### src/rtl/uart_prog_loader_pkg.sv
// Shared constants and state encoding for the UART program loader.
package uart_prog_loader_pkg;

  localparam logic [7:0]  SYNC_BYTE = 8'hAA;
  localparam int unsigned WORD_W    = 32;
  localparam int unsigned BYTE_W    = 8;

  typedef enum logic [2:0] {
    IDLE,
    SYNC,
    WAIT_TX,
    LEN,
    DATA,
    DONE,
    ERR
  } loader_state_t;

endpackage

### src/rtl/uart_prog_loader_word_assembler.sv
// Big-endian 4-byte word assembler.
// Ports:
//   clk, rstn        clock, async active-low reset
//   byte_in          incoming byte
//   byte_valid       byte_in is valid this cycle
//   clear            drop any partial word
//   word_out_c       assembled word (valid with word_valid_c)
//   word_valid_c     high in the cycle the 4th byte arrives
module uart_prog_loader_word_assembler
  import uart_prog_loader_pkg::*;
(
  input  logic              clk,
  input  logic              rstn,
  input  logic [BYTE_W-1:0] byte_in,
  input  logic              byte_valid,
  input  logic              clear,
  output logic [WORD_W-1:0] word_out_c,
  output logic              word_valid_c
);

  logic [WORD_W-BYTE_W-1:0] r_shift;
  logic [1:0]               r_cnt;

  // Keep the first three bytes; the 4th is merged combinationally so the
  // owner can register the complete word on the same edge.
  always_ff @(posedge clk or negedge rstn) begin
    if (!rstn) begin
      r_shift <= '0;
      r_cnt   <= 2'd0;
    end else if (clear) begin
      r_cnt   <= 2'd0;
    end else if (byte_valid) begin
      r_shift <= {r_shift[WORD_W-2*BYTE_W-1:0], byte_in};
      r_cnt   <= r_cnt + 2'd1;
    end
  end

  assign word_valid_c = byte_valid && !clear && (r_cnt == 2'd3);
  assign word_out_c   = {r_shift, byte_in};

endmodule

### src/rtl/uart_prog_loader.sv
// Program loader: sends the sync byte, receives a word count and that many
// big-endian words over UART, and writes them to IMEM from address 0.
// Ports:
//   clk, rstn            clock, async active-low reset
//   load_en              LOAD mode level
//   rx_data/rx_ready     received byte and its strobe
//   rx_ferr              framing error, qualified by rx_ready
//   tx_busy              uart_tx busy
//   tx_start/tx_data     sync byte request to uart_tx
//   imem_we/addr/wdata   IMEM write port
//   busy/done/err        loader status
module uart_prog_loader
  import uart_prog_loader_pkg::*;
#(
  parameter int unsigned IMEM_ADDR_W = 14
) (
  input  logic                   clk,
  input  logic                   rstn,
  input  logic                   load_en,
  input  logic [BYTE_W-1:0]      rx_data,
  input  logic                   rx_ready,
  input  logic                   rx_ferr,
  input  logic                   tx_busy,
  output logic                   tx_start,
  output logic [BYTE_W-1:0]      tx_data,
  output logic                   imem_we,
  output logic [IMEM_ADDR_W-1:0] imem_addr,
  output logic [WORD_W-1:0]      imem_wdata,
  output logic                   busy,
  output logic                   done,
  output logic                   err
);

  localparam int unsigned      CNT_W     = IMEM_ADDR_W + 1;
  localparam logic [WORD_W-1:0] MAX_WORDS = WORD_W'(1) << IMEM_ADDR_W;

  loader_state_t           r_state;
  logic                    r_first;
  logic [CNT_W-1:0]        r_len;
  logic [CNT_W-1:0]        r_wcnt;
  logic                    r_last;
  logic                    r_tx_start;
  logic [BYTE_W-1:0]       r_tx_data;
  logic                    r_imem_we;
  logic [IMEM_ADDR_W-1:0]  r_imem_addr;
  logic [WORD_W-1:0]       r_imem_wdata;
  logic                    r_busy;
  logic                    r_done;
  logic                    r_err;

  logic                    w_active;
  logic                    w_byte_valid;
  logic                    w_ferr;
  logic [WORD_W-1:0]       w_word;
  logic                    w_word_valid;
  logic [CNT_W-1:0]        w_wcnt_next;

  // Bytes only count in LEN/DATA; a framed-bad byte never enters the word.
  assign w_active     = (r_state == LEN) || (r_state == DATA);
  assign w_byte_valid = rx_ready && !rx_ferr && w_active;
  assign w_ferr       = rx_ready && rx_ferr && w_active;
  assign w_wcnt_next  = r_wcnt + CNT_W'(1);

  uart_prog_loader_word_assembler u_asm (
    .clk          (clk),
    .rstn         (rstn),
    .byte_in      (rx_data),
    .byte_valid   (w_byte_valid),
    .clear        (!w_active),
    .word_out_c   (w_word),
    .word_valid_c (w_word_valid)
  );

  // Loader FSM with registered outputs; load_en low aborts any busy state.
  always_ff @(posedge clk or negedge rstn) begin
    if (!rstn) begin
      r_state      <= IDLE;
      r_first      <= 1'b0;
      r_len        <= '0;
      r_wcnt       <= '0;
      r_last       <= 1'b0;
      r_tx_start   <= 1'b0;
      r_tx_data    <= '0;
      r_imem_we    <= 1'b0;
      r_imem_addr  <= '0;
      r_imem_wdata <= '0;
      r_busy       <= 1'b0;
      r_done       <= 1'b0;
      r_err        <= 1'b0;
    end else begin
      r_tx_start <= 1'b0;
      r_imem_we  <= 1'b0;
      if (!load_en && r_busy) begin
        r_state <= IDLE;
        r_busy  <= 1'b0;
      end else begin
        case (r_state)
          IDLE: if (load_en) begin
            r_state    <= SYNC;
            r_tx_start <= 1'b1;
            r_tx_data  <= SYNC_BYTE;
            r_busy     <= 1'b1;
          end
          SYNC: begin
            r_state <= WAIT_TX;
            r_first <= 1'b1;
          end
          // First cycle is skipped so tx_busy has time to rise.
          WAIT_TX: begin
            if (r_first)       r_first <= 1'b0;
            else if (!tx_busy) r_state <= LEN;
          end
          LEN: begin
            if (w_ferr) begin
              r_state <= ERR;
              r_err   <= 1'b1;
              r_busy  <= 1'b0;
            end else if (w_word_valid) begin
              if (w_word == '0) begin
                r_state <= DONE;
                r_done  <= 1'b1;
                r_busy  <= 1'b0;
              end else if (w_word > MAX_WORDS) begin
                r_state <= ERR;
                r_err   <= 1'b1;
                r_busy  <= 1'b0;
              end else begin
                r_state <= DATA;
                r_len   <= CNT_W'(w_word);
                r_wcnt  <= '0;
                r_last  <= 1'b0;
              end
            end
          end
          // r_last delays done by one cycle so it follows the final write.
          DATA: begin
            if (r_last) begin
              r_state <= DONE;
              r_done  <= 1'b1;
              r_busy  <= 1'b0;
            end else if (w_ferr) begin
              r_state <= ERR;
              r_err   <= 1'b1;
              r_busy  <= 1'b0;
            end else if (w_word_valid) begin
              r_imem_we    <= 1'b1;
              r_imem_addr  <= r_wcnt[IMEM_ADDR_W-1:0];
              r_imem_wdata <= w_word;
              r_wcnt       <= w_wcnt_next;
              r_last       <= (w_wcnt_next == r_len);
            end
          end
          DONE: if (!load_en) begin
            r_state <= IDLE;
            r_done  <= 1'b0;
          end
          ERR: if (!load_en) begin
            r_state <= IDLE;
            r_err   <= 1'b0;
          end
          default: r_state <= IDLE;
        endcase
      end
    end
  end

  assign tx_start   = r_tx_start;
  assign tx_data    = r_tx_data;
  assign imem_we    = r_imem_we;
  assign imem_addr  = r_imem_addr;
  assign imem_wdata = r_imem_wdata;
  assign busy       = r_busy;
  assign done       = r_done;
  assign err        = r_err;

endmodule

### config.mk
export PLATFORM = sky130hd
export DESIGN_NAME = uart_prog_loader
export DESIGN_NICKNAME = d
export VERILOG_FILES = /design/src/rtl/uart_prog_loader_pkg.sv /design/src/rtl/uart_prog_loader_word_assembler.sv /design/src/rtl/uart_prog_loader.sv
export SDC_FILE = /design/constraint.sdc
export NUM_CORES = 1
export LEC_CHECK = 0
export BUFFER_PORTS_ARGS = -buffer_cell sky130_fd_sc_hd__buf_2
export CAP_MARGIN = 20
export CORE_ASPECT_RATIO = 1.4
export CORE_UTILIZATION = 25
export DETAILED_ROUTE_END_ITERATION = 10
export PLACE_DENSITY = 0.53
export SLEW_MARGIN = 10
export SYNTH_ARGS = -nofsm -noshare
export SYNTH_HDL_FRONTEND = slang
export SYNTH_SLANG_ARGS = --single-unit
export TNS_END_PERCENT = 50
### constraint.sdc
create_clock -name clk -period 2.8 [get_ports clk]
set_clock_uncertainty 0.15 [all_clocks]
set_input_delay 0.14 -clock clk [delete_from_list [all_inputs] [get_ports clk]]
set_output_delay 0.14 -clock clk [all_outputs]
set_load 0.03 [all_outputs]
==> flow_metrics.env <==
export IMPL_layout_commonest_cell="nand2_1"
export IMPL_placementRows=63
export IMPL_diodes=0
export IMPL_r2r_cells=7
export IMPL_r2r_end="r_wcnt[14]"
export IMPL_die_h_um=176
export IMPL_drcViolationCount=0
export IMPL_clk_pin_slew_worst_paths_ns=0.06
export IMPL_place_inst=856
export IMPL_slew_viol_final=0
export IMPL_fp_dieW_um=127
export IMPL_synth_top_area_share=0.521
export IMPL_holdPathStages=4
export IMPL_drv_cap=0
export IMPL_grt_max_degree=54
export IMPL_min_from="rx_ferr"
export IMPL_post_cts_resized=0
export IMPL_dieArea_um2=22300
export IMPL_relSlewSlack=0.512
export IMPL_cts_num_sinks=113
export IMPL_avgSynthCellArea_um2=9.91
export IMPL_synth_area_leaders="dfrtp_1 52%, nand2_1 11%, mux2_2 8.3%, o31ai_1 3.5%, xnor2_1 2.3%"
export IMPL_htreeDepth=4
export IMPL_holdPathEnd="u_asm.r_cnt[0]"
export IMPL_max_stage_delay_ns=0.43
export IMPL_critPathLaunchType="flop"
export IMPL_cp_common_cell="o31ai_1"
export IMPL_track_usage=0.134
export IMPL_routed_via_count=4169
export IMPL_synth_edf_count=0
export IMPL_antenna_found_initial=0
export IMPL_crit_path_max_fanout=8
export IMPL_ios=73
export IMPL_max_vdd_ir_drop_uv=358
export IMPL_crit_slowest_cell="dfrtp_1"
export IMPL_vias_per_cell=4.64
export IMPL_dr_pass1_iters=5
export IMPL_fin_tns_setup_ns=0
export IMPL_cp_required_ns=2.92
export IMPL_core_um2=21200
export IMPL_rsz0062_at_grt="no"
export IMPL_cp_end_kind="flop"
export IMPL_netlist_area_um2=5430
export IMPL_drive_above_1_share=0.260
export IMPL_finalHoldViolCount=0
export IMPL_synth_top_area_cell="dfrtp_1"
export IMPL_gp_congestion=0.826
export IMPL_hpwl_mm=9.74
export IMPL_period_needed_ns=2.36
export IMPL_clockBufferDepth=2
export IMPL_r2r_start="r_wcnt[0]"
export IMPL_regToRegSetupSlack_ns=0.44
export IMPL_min_path_type="primary input to flop"
export IMPL_crit_type="flop to flop"
export IMPL_wl_per_cell_um=15.6
export IMPL_nets=641
export IMPL_initial_core_util=0.256
export IMPL_overflow=0
export IMPL_grt_pass1_vias=4117
export IMPL_insertion_delay_ns=0.42
export IMPL_ys_seq_elements=113
export IMPL_power_per_cell_area_nw_per_um2=755
export IMPL_p_leak_uw=0.00335
export IMPL_yosysSeqAreaShare=0.521
export IMPL_dr_first_iter_drc_count=171
export IMPL_clock_root_buffer="clkbuf_16"
export IMPL_post_layout_nonfiller_instances=898
export IMPL_ys_warn_count=0
export IMPL_ys_flop_type="dfrtp_1"
export IMPL_critical_path_cell_chain="ha_1 > and4_1 > and3_1 > nand3_1 > and2_1 > o31ai_1 > o31ai_1"
export IMPL_crit_arrival_ns=2.49
export IMPL_tightest_slew_ns=0.732
export IMPL_synthCells=548
export IMPL_outcome="finished clean"
export IMPL_synthToLayoutAreaGrowth_pct=23.8
export IMPL_post_route_period_util=0.843
export IMPL_cts_buffers=17
export IMPL_setup_viol=0
export IMPL_async_reset_ff_frac=1.00
export IMPL_portBuffers=68
export IMPL_ant_nets=0
export IMPL_synthDistinctLibCells=59
export IMPL_final_cell_mix="162 x nand2_1, 113 x dfrtp_1, 67 x buf_2, 40 x mux2_2, 25 x o31ai_1"
export IMPL_grt_pass1_wl_mm=22.9
export IMPL_fmax_ghz=0.423
export IMPL_cts_tree="done"
export IMPL_routed_wl_mm=14.0
## metrics by stage
step	hold WS, ns	cell area (um^2)	worst slack [ns]	util	total power, uW
3_5_place_dp	0.0993	6060	0.458	0.286	3060
4_1_cts	0.00747	6720	0.450	0.317	5140
2_1_floorplan	-0.306	5440	0.510	-	2710
6_report	0.0251	6720	0.438	0.317	5080
3_3_place_gp	0.0921	6060	0.451	0.286	3050
5_1_grt	0.0472	6720	0.259	0.317	5340
## registers in the layout, indices dropped and copies added (netlist names), 2 cells and up
| name | cells |
|---|---|
| imem_addr | 14 |
| imem_wdata | 32 |
| r_len | 15 |
| r_state | 3 |
| r_wcnt | 15 |
| u_asm.r_cnt | 2 |
| u_asm.r_shift | 24 |
## cell usage after synthesis (all sizes together), types with 3 or more instances
cell	instances
a21oi	9
a31oi	7
and2	7
and3	4
buf	23
clkbuf	18
dfrtp	113
inv	4
mux2	40
nand2	162
nand3	8
nand3b	4
nand4	5
nor2	19
nor2b	5
nor3	11
nor3b	3
nor4	8
o21ai	13
o31ai	25
xnor2	14
xor2	7
## area by class of cell
type	instances	area [um^2]
Clock inverter	14	129
Clock buffer	18	429
Sequential cell	113	2830
Fill cell	2180	14500
Timing Repair Buffer	96	603
Inverter	4	15.0
Tap cell	260	325
Multi-Input combinational cell	393	2390
## layer usage
metal | part of all wire | track usage | routed length, um
met5 | 0 | 0 | 0
met4 | 0.019 | 0.0522 | 262
met3 | 0.029 | 0.0358 | 405
met2 | 0.51 | 0.226 | 7210
met1 | 0.44 | 0.162 | 6140
## where the power goes
part / leakage, uW / switching, uW / internal [uW]
Sequential: 0.00153 / 239 / 1840
Combinational: 0.00156 / 528 / 419
Clock: 0.000268 / 819 / 1230
Total: 0.00335 / 1590 / 3490
## worst max-delay path by stage
stage | from | endpoint | depth (start not counted)
6_report | r_wcnt[0] | r_wcnt[14] | 7
3_3_place_gp | r_state[2] | r_len[2] | 6
4_1_cts | r_state[2] | r_len[11] | 6
3_5_place_dp | r_state[2] | r_len[2] | 6
5_1_grt | r_wcnt[0] | r_wcnt[14] | 7
2_1_floorplan | r_state[0] | r_last | 6
## what timing repair did
item                      in CTS  in global routing
buffers inserted               0                  0
hold endpoints to repair      77                  0
hold buffers                  10                  0
## cells by family (layout without fill, tap and decap cells)
logic type,count (synthesis),count (layout),synth area share
compound gates,79,79,0.105
xor+xnor,21,21,0.0339
fa+ha+maj,2,2,0.00461
buf+inv,45,132,0.0410
flops,113,113,0.521
mux,41,41,0.0848
other cells,1,4,0.000691
simple gates,246,246,0.209
## worst max-delay path: cells and delay by family (launching register included)
family / cells / cell delay (ns)
and+or+nand+nor: 4 / 1.01
DFF: 1 / 0.43
adders and majority gates: 1 / 0.34
AOI/OAI and AO/OA: 2 / 0.29
No activity file was read; power rests on OpenSTA's default activity.
